==> src/rtl/decode_dispatch_unit_pkg.sv <==
// Shared definitions for the decode/dispatch unit: RV32I opcode/funct constants,
// the op_type encoding carried to ROB/RS/LSB, and the "operand ready" tag value.
package decode_dispatch_unit_pkg;

  localparam int XLEN      = 32;
  localparam int REG_W     = 5;
  localparam int EMPTY_TAG = 0;

  localparam logic [6:0] OPC_LUI    = 7'b0110111;
  localparam logic [6:0] OPC_AUIPC  = 7'b0010111;
  localparam logic [6:0] OPC_JAL    = 7'b1101111;
  localparam logic [6:0] OPC_JALR   = 7'b1100111;
  localparam logic [6:0] OPC_BRANCH = 7'b1100011;
  localparam logic [6:0] OPC_LOAD   = 7'b0000011;
  localparam logic [6:0] OPC_STORE  = 7'b0100011;
  localparam logic [6:0] OPC_OPIMM  = 7'b0010011;
  localparam logic [6:0] OPC_OP     = 7'b0110011;

  localparam logic [6:0] F7_BASE = 7'b0000000;
  localparam logic [6:0] F7_ALT  = 7'b0100000;

  typedef enum logic [5:0] {
    OP_EMPTY = 6'd0,
    OP_LUI, OP_AUIPC, OP_JAL, OP_JALR,
    OP_BEQ, OP_BNE, OP_BLT, OP_BGE, OP_BLTU, OP_BGEU,
    OP_LB, OP_LH, OP_LW, OP_LBU, OP_LHU,
    OP_SB, OP_SH, OP_SW,
    OP_ADDI, OP_SLTI, OP_SLTIU, OP_XORI, OP_ORI, OP_ANDI,
    OP_SLLI, OP_SRLI, OP_SRAI,
    OP_ADD, OP_SUB, OP_SLL, OP_SLT, OP_SLTU,
    OP_XOR, OP_SRL, OP_SRA, OP_OR, OP_AND
  } op_t;

endpackage

==> src/rtl/decode_dispatch_unit_inst_decode.sv <==
// Combinational RV32I decoder for the instruction-queue head: op_type, immediate
// and the operand/destination usage flags. Anything unrecognised decodes to OP_EMPTY.
module decode_dispatch_unit_inst_decode
  import decode_dispatch_unit_pkg::*;
(
  input  logic [31:0] inst_i,
  output op_t         op_o,
  output logic [31:0] imm_o,
  output logic        is_ls_o,
  output logic        uses_rs1_o,
  output logic        uses_rs2_o,
  output logic        writes_rd_o
);

  logic [6:0] opcode;
  logic [2:0] f3;
  logic [6:0] f7;

  assign opcode = inst_i[6:0];
  assign f3     = inst_i[14:12];
  assign f7     = inst_i[31:25];

  always_comb begin
    op_o        = OP_EMPTY;
    imm_o       = '0;
    is_ls_o     = 1'b0;
    uses_rs1_o  = 1'b0;
    uses_rs2_o  = 1'b0;
    writes_rd_o = 1'b0;
    case (opcode)
      OPC_LUI, OPC_AUIPC: begin
        op_o        = (opcode == OPC_LUI) ? OP_LUI : OP_AUIPC;
        imm_o       = {inst_i[31:12], 12'b0};
        writes_rd_o = 1'b1;
      end
      OPC_JAL: begin
        op_o        = OP_JAL;
        imm_o       = {{12{inst_i[31]}}, inst_i[19:12], inst_i[20], inst_i[30:21], 1'b0};
        writes_rd_o = 1'b1;
      end
      OPC_JALR: begin
        if (f3 == 3'b000) op_o = OP_JALR;
        imm_o       = {{20{inst_i[31]}}, inst_i[31:20]};
        uses_rs1_o  = 1'b1;
        writes_rd_o = 1'b1;
      end
      OPC_BRANCH: begin
        case (f3)
          3'b000:  op_o = OP_BEQ;
          3'b001:  op_o = OP_BNE;
          3'b100:  op_o = OP_BLT;
          3'b101:  op_o = OP_BGE;
          3'b110:  op_o = OP_BLTU;
          3'b111:  op_o = OP_BGEU;
          default: op_o = OP_EMPTY;
        endcase
        imm_o      = {{20{inst_i[31]}}, inst_i[7], inst_i[30:25], inst_i[11:8], 1'b0};
        uses_rs1_o = 1'b1;
        uses_rs2_o = 1'b1;
      end
      OPC_LOAD: begin
        case (f3)
          3'b000:  op_o = OP_LB;
          3'b001:  op_o = OP_LH;
          3'b010:  op_o = OP_LW;
          3'b100:  op_o = OP_LBU;
          3'b101:  op_o = OP_LHU;
          default: op_o = OP_EMPTY;
        endcase
        imm_o       = {{20{inst_i[31]}}, inst_i[31:20]};
        is_ls_o     = 1'b1;
        uses_rs1_o  = 1'b1;
        writes_rd_o = 1'b1;
      end
      OPC_STORE: begin
        case (f3)
          3'b000:  op_o = OP_SB;
          3'b001:  op_o = OP_SH;
          3'b010:  op_o = OP_SW;
          default: op_o = OP_EMPTY;
        endcase
        imm_o      = {{20{inst_i[31]}}, inst_i[31:25], inst_i[11:7]};
        is_ls_o    = 1'b1;
        uses_rs1_o = 1'b1;
        uses_rs2_o = 1'b1;
      end
      OPC_OPIMM: begin
        imm_o       = {{20{inst_i[31]}}, inst_i[31:20]};
        uses_rs1_o  = 1'b1;
        writes_rd_o = 1'b1;
        case (f3)
          3'b000: op_o = OP_ADDI;
          3'b010: op_o = OP_SLTI;
          3'b011: op_o = OP_SLTIU;
          3'b100: op_o = OP_XORI;
          3'b110: op_o = OP_ORI;
          3'b111: op_o = OP_ANDI;
          3'b001: if (f7 == F7_BASE) op_o = OP_SLLI;
          3'b101: begin
            if (f7 == F7_BASE)     op_o = OP_SRLI;
            else if (f7 == F7_ALT) op_o = OP_SRAI;
          end
          default: op_o = OP_EMPTY;
        endcase
        // Shifts carry the bare shamt, not the sign-extended I-immediate.
        if (f3 == 3'b001 || f3 == 3'b101) imm_o = {27'b0, inst_i[24:20]};
      end
      OPC_OP: begin
        uses_rs1_o  = 1'b1;
        uses_rs2_o  = 1'b1;
        writes_rd_o = 1'b1;
        case ({f7, f3})
          {F7_BASE, 3'b000}: op_o = OP_ADD;
          {F7_ALT,  3'b000}: op_o = OP_SUB;
          {F7_BASE, 3'b001}: op_o = OP_SLL;
          {F7_BASE, 3'b010}: op_o = OP_SLT;
          {F7_BASE, 3'b011}: op_o = OP_SLTU;
          {F7_BASE, 3'b100}: op_o = OP_XOR;
          {F7_BASE, 3'b101}: op_o = OP_SRL;
          {F7_ALT,  3'b101}: op_o = OP_SRA;
          {F7_BASE, 3'b110}: op_o = OP_OR;
          {F7_BASE, 3'b111}: op_o = OP_AND;
          default:           op_o = OP_EMPTY;
        endcase
      end
      default: op_o = OP_EMPTY;
    endcase
    if (op_o == OP_EMPTY) begin
      imm_o       = '0;
      is_ls_o     = 1'b0;
      uses_rs1_o  = 1'b0;
      uses_rs2_o  = 1'b0;
      writes_rd_o = 1'b0;
    end
  end

endmodule

==> src/rtl/decode_dispatch_unit.sv <==
// Buffered decode/dispatch: instruction queue, head decode, operand resolution via
// regfile/ROB/CDB, and one registered dispatch per cycle to ROB plus RS or LSB.
module decode_dispatch_unit
  import decode_dispatch_unit_pkg::*;
#(
  parameter int IQ_DEPTH = 8,
  parameter int ADDR_W   = 32,
  parameter int TAG_W    = 4,
  parameter int OPT_W    = 6
) (
  input  logic              clk_in,
  input  logic              rst_in,
  input  logic              rdy_in,
  input  logic              clear_in,
  input  logic              inst_valid_in,
  input  logic [31:0]       inst_in,
  input  logic [ADDR_W-1:0] pc_in,
  output logic              iq_full_out,
  output logic [4:0]        rs1_pos_out,
  output logic [4:0]        rs2_pos_out,
  input  logic [31:0]       rs1_data_in,
  input  logic [31:0]       rs2_data_in,
  input  logic [TAG_W-1:0]  rs1_tag_in,
  input  logic [TAG_W-1:0]  rs2_tag_in,
  output logic [TAG_W-1:0]  rob_rs1_tag_out,
  output logic [TAG_W-1:0]  rob_rs2_tag_out,
  input  logic              rob_rs1_ready_in,
  input  logic              rob_rs2_ready_in,
  input  logic [31:0]       rob_rs1_data_in,
  input  logic [31:0]       rob_rs2_data_in,
  input  logic              rob_free_in,
  input  logic [TAG_W-1:0]  rob_tag_in,
  input  logic              rs_free_in,
  input  logic              lsb_free_in,
  input  logic              cdb_valid_in,
  input  logic [TAG_W-1:0]  cdb_tag_in,
  input  logic [31:0]       cdb_data_in,
  output logic              issue_rob_out,
  output logic              issue_rs_out,
  output logic              issue_lsb_out,
  output logic              rename_en_out,
  output logic [4:0]        rename_rd_out,
  output logic [TAG_W-1:0]  rename_tag_out,
  output logic [OPT_W-1:0]  op_out,
  output logic [4:0]        rd_out,
  output logic [TAG_W-1:0]  dest_out,
  output logic [TAG_W-1:0]  q1_out,
  output logic [31:0]       v1_out,
  output logic [TAG_W-1:0]  q2_out,
  output logic [31:0]       v2_out,
  output logic [31:0]       imm_out,
  output logic [ADDR_W-1:0] pc_out,
  output logic              illegal_out
);

  localparam int PTR_W = $clog2(IQ_DEPTH);
  localparam int CNT_W = PTR_W + 1;
  localparam logic [TAG_W-1:0] READY_TAG = TAG_W'(EMPTY_TAG);

  logic [31:0]       iq_inst_q [IQ_DEPTH];
  logic [ADDR_W-1:0] iq_pc_q   [IQ_DEPTH];
  logic [PTR_W-1:0]  head_q, head_d, tail_q, tail_d;
  logic [CNT_W-1:0]  count_q, count_d;

  logic issue_rob_q, issue_rs_q, issue_lsb_q, rename_en_q, illegal_q;
  logic [OPT_W-1:0]  op_q;
  logic [4:0]        rd_q;
  logic [TAG_W-1:0]  dest_q, q1_q, q2_q;
  logic [31:0]       v1_q, v2_q, imm_q;
  logic [ADDR_W-1:0] pc_q;

  logic [31:0]       head_inst;
  logic [ADDR_W-1:0] head_pc;
  logic [4:0]        rs1_idx, rs2_idx, rd_idx;
  op_t               dec_op;
  logic [31:0]       dec_imm;
  logic              dec_is_ls, dec_uses_rs1, dec_uses_rs2, dec_writes_rd;
  logic [TAG_W+31:0] opnd1, opnd2;
  logic [TAG_W-1:0]  q2_sel;
  logic [31:0]       v2_sel;
  logic              is_shift, has_head, head_legal, unit_free, active;
  logic              do_issue, do_drop, do_pop, do_push;

  assign head_inst = iq_inst_q[head_q];
  assign head_pc   = iq_pc_q[head_q];
  assign rs1_idx   = head_inst[19:15];
  assign rs2_idx   = head_inst[24:20];
  assign rd_idx    = head_inst[11:7];

  decode_dispatch_unit_inst_decode u_inst_decode (
    .inst_i      (head_inst),
    .op_o        (dec_op),
    .imm_o       (dec_imm),
    .is_ls_o     (dec_is_ls),
    .uses_rs1_o  (dec_uses_rs1),
    .uses_rs2_o  (dec_uses_rs2),
    .writes_rd_o (dec_writes_rd)
  );

  assign rs1_pos_out     = rs1_idx;
  assign rs2_pos_out     = rs2_idx;
  assign rob_rs1_tag_out = rs1_tag_in;
  assign rob_rs2_tag_out = rs2_tag_in;

  // Returns {tag, value}; a zero tag means the value is final.
  function automatic logic [TAG_W+31:0] resolve(
    input logic             used,
    input logic [TAG_W-1:0] rf_tag,
    input logic [31:0]      rf_data,
    input logic             rob_ready,
    input logic [31:0]      rob_data,
    input logic             cdb_valid,
    input logic [TAG_W-1:0] cdb_tag,
    input logic [31:0]      cdb_data
  );
    if (!used)                                return '0;
    else if (rf_tag == READY_TAG)             return {READY_TAG, rf_data};
    else if (rob_ready)                       return {READY_TAG, rob_data};
    else if (cdb_valid && cdb_tag == rf_tag)  return {READY_TAG, cdb_data};
    else                                      return {rf_tag, 32'b0};
  endfunction

  assign opnd1 = resolve(dec_uses_rs1, rs1_tag_in, rs1_data_in, rob_rs1_ready_in,
                         rob_rs1_data_in, cdb_valid_in, cdb_tag_in, cdb_data_in);
  assign opnd2 = resolve(dec_uses_rs2, rs2_tag_in, rs2_data_in, rob_rs2_ready_in,
                         rob_rs2_data_in, cdb_valid_in, cdb_tag_in, cdb_data_in);

  assign is_shift = (dec_op == OP_SLLI) || (dec_op == OP_SRLI) || (dec_op == OP_SRAI);
  assign q2_sel   = is_shift ? READY_TAG : opnd2[TAG_W+31:32];
  assign v2_sel   = is_shift ? {27'b0, rs2_idx} : opnd2[31:0];

  assign iq_full_out = (count_q == CNT_W'(IQ_DEPTH));
  assign active      = rdy_in && !clear_in;
  assign has_head    = (count_q != '0);
  assign head_legal  = (dec_op != OP_EMPTY);
  assign unit_free   = dec_is_ls ? lsb_free_in : rs_free_in;
  assign do_issue    = active && has_head && head_legal && rob_free_in && unit_free;
  // Undecodable heads are discarded even when downstream is busy so they never block the queue.
  assign do_drop     = active && has_head && !head_legal;
  assign do_pop      = do_issue || do_drop;
  assign do_push     = active && inst_valid_in && !iq_full_out;

  always_comb begin
    head_d  = head_q;
    tail_d  = tail_q;
    count_d = count_q;
    if (clear_in) begin
      head_d  = '0;
      tail_d  = '0;
      count_d = '0;
    end else begin
      if (do_push) tail_d = tail_q + PTR_W'(1);
      if (do_pop)  head_d = head_q + PTR_W'(1);
      case ({do_push, do_pop})
        2'b10:   count_d = count_q + CNT_W'(1);
        2'b01:   count_d = count_q - CNT_W'(1);
        default: count_d = count_q;
      endcase
    end
  end

  always_ff @(posedge clk_in) begin
    if (!rst_in && do_push) begin
      iq_inst_q[tail_q] <= inst_in;
      iq_pc_q[tail_q]   <= pc_in;
    end
  end

  always_ff @(posedge clk_in) begin
    if (rst_in) begin
      head_q      <= '0;
      tail_q      <= '0;
      count_q     <= '0;
      issue_rob_q <= 1'b0;
      issue_rs_q  <= 1'b0;
      issue_lsb_q <= 1'b0;
      rename_en_q <= 1'b0;
      illegal_q   <= 1'b0;
      op_q        <= '0;
      rd_q        <= '0;
      dest_q      <= '0;
      q1_q        <= '0;
      v1_q        <= '0;
      q2_q        <= '0;
      v2_q        <= '0;
      imm_q       <= '0;
      pc_q        <= '0;
    end else if (rdy_in) begin
      head_q      <= head_d;
      tail_q      <= tail_d;
      count_q     <= count_d;
      issue_rob_q <= do_issue;
      issue_rs_q  <= do_issue && !dec_is_ls;
      issue_lsb_q <= do_issue && dec_is_ls;
      rename_en_q <= do_issue && dec_writes_rd && (rd_idx != 5'd0);
      illegal_q   <= do_drop;
      if (do_issue) begin
        op_q   <= OPT_W'(dec_op);
        rd_q   <= dec_writes_rd ? rd_idx : 5'd0;
        dest_q <= rob_tag_in;
        q1_q   <= opnd1[TAG_W+31:32];
        v1_q   <= opnd1[31:0];
        q2_q   <= q2_sel;
        v2_q   <= v2_sel;
        imm_q  <= dec_imm;
        pc_q   <= head_pc;
      end
    end
  end

  // Strobes are held in registers across a freeze but must not be seen while frozen.
  assign issue_rob_out  = issue_rob_q && rdy_in;
  assign issue_rs_out   = issue_rs_q && rdy_in;
  assign issue_lsb_out  = issue_lsb_q && rdy_in;
  assign rename_en_out  = rename_en_q && rdy_in;
  assign illegal_out    = illegal_q && rdy_in;
  assign rename_rd_out  = rd_q;
  assign rename_tag_out = dest_q;
  assign op_out         = op_q;
  assign rd_out         = rd_q;
  assign dest_out       = dest_q;
  assign q1_out         = q1_q;
  assign v1_out         = v1_q;
  assign q2_out         = q2_q;
  assign v2_out         = v2_q;
  assign imm_out        = imm_q;
  assign pc_out         = pc_q;

endmodule

==> config.mk <==
export PLATFORM = sky130hd
export DESIGN_NAME = decode_dispatch_unit
export DESIGN_NICKNAME = d
export VERILOG_FILES = /design/src/rtl/decode_dispatch_unit_pkg.sv /design/src/rtl/decode_dispatch_unit_inst_decode.sv /design/src/rtl/decode_dispatch_unit.sv
export SDC_FILE = /design/constraint.sdc
export NUM_CORES = 1
export LEC_CHECK = 0
export BUFFER_PORTS_ARGS = -buffer_cell sky130_fd_sc_hd__buf_2
export CAP_MARGIN = 30
export CORE_ASPECT_RATIO = 0.5
export CORE_UTILIZATION = 50
export CTS_CLUSTER_SIZE = 25
export DETAILED_ROUTE_END_ITERATION = 16
export GPL_ROUTABILITY_DRIVEN = 0
export MAX_ROUTING_LAYER = met4
export PLACE_DENSITY = 0.72
export REMOVE_ABC_BUFFERS = 1
export SYNTH_ARGS = -nofsm -noshare
export SYNTH_HDL_FRONTEND = slang
export SYNTH_SLANG_ARGS = --single-unit
==> constraint.sdc <==
create_clock -name clk_in -period 15.7 [get_ports clk_in]
set_input_delay 1.57 -clock clk_in [delete_from_list [all_inputs] [get_ports clk_in]]
set_output_delay 1.57 -clock clk_in [all_outputs]
set_load 0.01 [all_outputs]
==> impl_metrics.toml <==
[route]
drtPass1Iterations = 6
ant_nets = 0
routed_via_density = 5.82
postRouteWirelength_um = 71600
drc = 0
vias = 18600
dr.first_iter.drc_count = 1616
post_drt_wl_per_cell_um = 22.5

[clocking]
root_buffer = "clkbuf_16"
ctsHoldBuffers = 0
clock-sinks = 681
htree_levels = 2
tritoncts.num_buffers = 58
post_cts_setup_repair_buffer_count = 0
cts_repair_resize_count = 0
cts_tree = "yes"
clkSlewWorstSetupHoldPaths_ns = 0.08
cts-root-to-sink-buffers = 3
clk-insertion-delay-late_ns = 0.62

[synth]
dominantRegCellSynth = "edfxtp_1"
synth_area_leaders = "edfxtp_1, dfxtp_1, mux4_2"
netlist_top_cells_count = "edfxtp_1, nand2_1, dfxtp_1"
post_synth_num_cell_types = 72
synth.yosys.seq_area_share_pct = 67.0
synthesis.instances = 2008
synth.most_common_cell = "edfxtp_1"
yosysTopAreaCellShare_pct = 54.9
postSynthAreaPerCell_sq_um = 13.9
yosys.area.top_type = "edfxtp_1"
syn_area_sq_mm = 0.0280
synth-warning-count = 0
number_of_synthesized_register_bits = 681
synth_edf_count = 512
synthArstFlopShare_pct = 0

[floorplan]
die_y_um = 169
floorplan.die.width_um = 337
fp.coreArea_sq_mm = 0.0545
die_area_sq_mm = 0.0570
floorplan.initialDensity_pct = 51.4
row_count = 60
design.portCount = 435

[global_routing]
grt_start_max_net_pins = 82
grt_first_pass_wirelength_um = 104000
global_route.usage.total_pct = 25.0
overflow = 0
antenna_violations_before_repair = 7
first_global_vias = 17400

[worst_setup_path]
cp-end-kind = "register"
critical_path.slowest_cell = "nor4_4"
timing.setup.critical_path_class = "register to register"
timing.critical_path.cells = "buf_4 > mux4_2 > mux2i_2 > nor4_2 > and3b_1 > a221oi_1 > o211ai_1 > nor4_4 > a21boi_1 > buf_4 > nor2_1 > ha_1 > a21o_1 > a21oi_1 > or3b_2 > a21o_1 > o21a_1 > o211ai_1"
critical_path.top_delay_family = "simple AND/OR/NAND/NOR gates"
worst_ep_arrival_time_ns = 6.63
critical-path-max-stage-delay_ns = 0.73
worst_ep_required_time_ns = 16.24
critical_path_peak_fanout = 30
critical_path_buf_inv_count = 2
start_kind = "register"

[placed_design]
dpl.cell_count = 3066
detailed_place_hpwl_um = 43700
portBuffers = 434

[status]
outcome = "completed"

[sta]
timing.fmax_mhz = 164
max_slew_margin_pct = 28.6
fin_skew_ns = 0.0402
setup_repair_after_global_routing_missed_its_margin = "no"
setup_viol = 0
timing.hold.ws_ns = 0.447
number_of_pins_exceeding_their_max_slew_limit_in_the_final_report = 0
final.period_utilization_pct = 38.8
final-hold-violation-count = 0
worst-slew-pin-transition_ns = 1.04
setup_total_negative_slack_ns = 0
min_period_ns = 6.09

[cells_and_area]
layout.filler_cells = 4202
ff_latch_area_sq_mm = 0.0188
final_cells = 3186
synthToLayoutAreaGrowth_pct = 17.4
multi_input_area_sq_mm = 0.00851
post_route_cells_drive_above_1_share_pct = 29.9
final_nets = 2644

[min_path]
hp-class = "register to register"

[pwr]
irDropWorstVdd_mv = 0.0741
power.density_cell_area_mw_per_mm2 = 108
total_power_uw = 3530
power_leakage_uw = 0.0115

[run]
reported_max_cap_violation_count = 0
where the power goes:
part / switching, uW / total, uW / internal, uW
Clock: 647 / 1450 / 799
Combinational: 88.8 / 146 / 57.4
Sequential: 4.10 / 1940 / 1940
Total: 740 / 3530 / 2790
final cells by class:
class                           count  area share (%)
Antenna cell                        7          0.0533
Clock buffer                       81            4.86
Sequential cell                   681            57.1
Clock inverter                     26           0.971
Multi-Input combinational cell   1154            25.9
Tap cell                          744            2.83
Timing Repair Buffer              477            8.05
Inverter                           16           0.183
cell families (layout without fill, tap and decap cells):
family                     Yosys count  after routing  synth area share, %
adders and majority gates            5              5                0.250
AOI/OAI and AO/OA                  389            389                 9.30
xor gates and xnor gates            11             11                0.344
other                                0              7                    0
muxes                              157            157                 11.3
and+or+nand+nor                    592            592                 8.93
buffers and inverters              173            600                 2.91
DFF                                681            681                 67.0
stage by stage:
stage | instance area, sq um | worst slack, ns | util, %
4_1_cts | 32700 | 9.50 | 60.0
3_5_place_dp | 30800 | 9.54 | 56.4
3_3_place_gp | 30700 | 9.76 | 56.3
2_1_floorplan | 27200 | 6.07 | -
6_report | 32900 | 9.61 | 60.3
5_1_grt | 32900 | 9.13 | 60.3
tightest hold or removal path, delay by kind of cell (launching register included):
kind | cells | cell delay (ns)
flops | 1 | 0.30
simple gates | 1 | 0.05
compound gates | 1 | 0.05
routing by layer:
metal  track usage (%)  share of wire (%)
met5                 -                  0
met4              6.74                2.2
met3              3.58                6.6
met2              41.9                 51
met1              32.2                 41
final timing paths:
| kind | startpoint | end | slack, ns | cells after the start |
|---|---|---|---|---|
| worst max register to register | register | count_q[3] | 9.61 | 18 |
| worst min register to register | imm_out[26] | imm_out[26] | 0.45 | 2 |
| worst min-delay path | imm_out[26] | imm_out[26] | 0.45 | 2 |
| worst max-delay path | register | count_q[3] | 9.61 | 18 |
registers in the layout, indices dropped and copies added, names as in the netlist, 3 cells and up, named ones only:
signal / flops
iq_inst_q: 256
iq_pc_q: 256
imm_out: 32
pc_out: 32
v1_out: 32
v2_out: 32
op_out: 6
rd_out: 5
count_q: 4
dest_out: 4
q1_out: 4
q2_out: 4
head_q: 3
tail_q: 3
cell usage in the layout, fill, tap and decap left out, types with 8 or more instances in the layout:
master / Yosys / routed
edfxtp_1: 512 / 512
a311oi_1: 34 / 34
clkbuf_1: 80 / 17
nand2_1: 317 / 317
buf_4: 28 / 35
mux2i_1: 23 / 23
dfxtp_1: 169 / 165
nor2_1: 168 / 161
nor3_1: 22 / 20
clkinv_2: 0 / 8
o2111ai_1: 37 / 37
inv_1: 13 / 13
or3_1: 9 / 9
nand4_1: 10 / 10
a21oi_1: 127 / 127
buf_2: 30 / 433
clkbuf_16: 0 / 58
o2bb2ai_1: 9 / 9
o21ai_0: 60 / 60
o211ai_1: 35 / 35
mux4_2: 124 / 124
nand2b_1: 8 / 8
a22oi_1: 40 / 40
nand3_1: 17 / 17
Power figures use the tool's default switching activity.
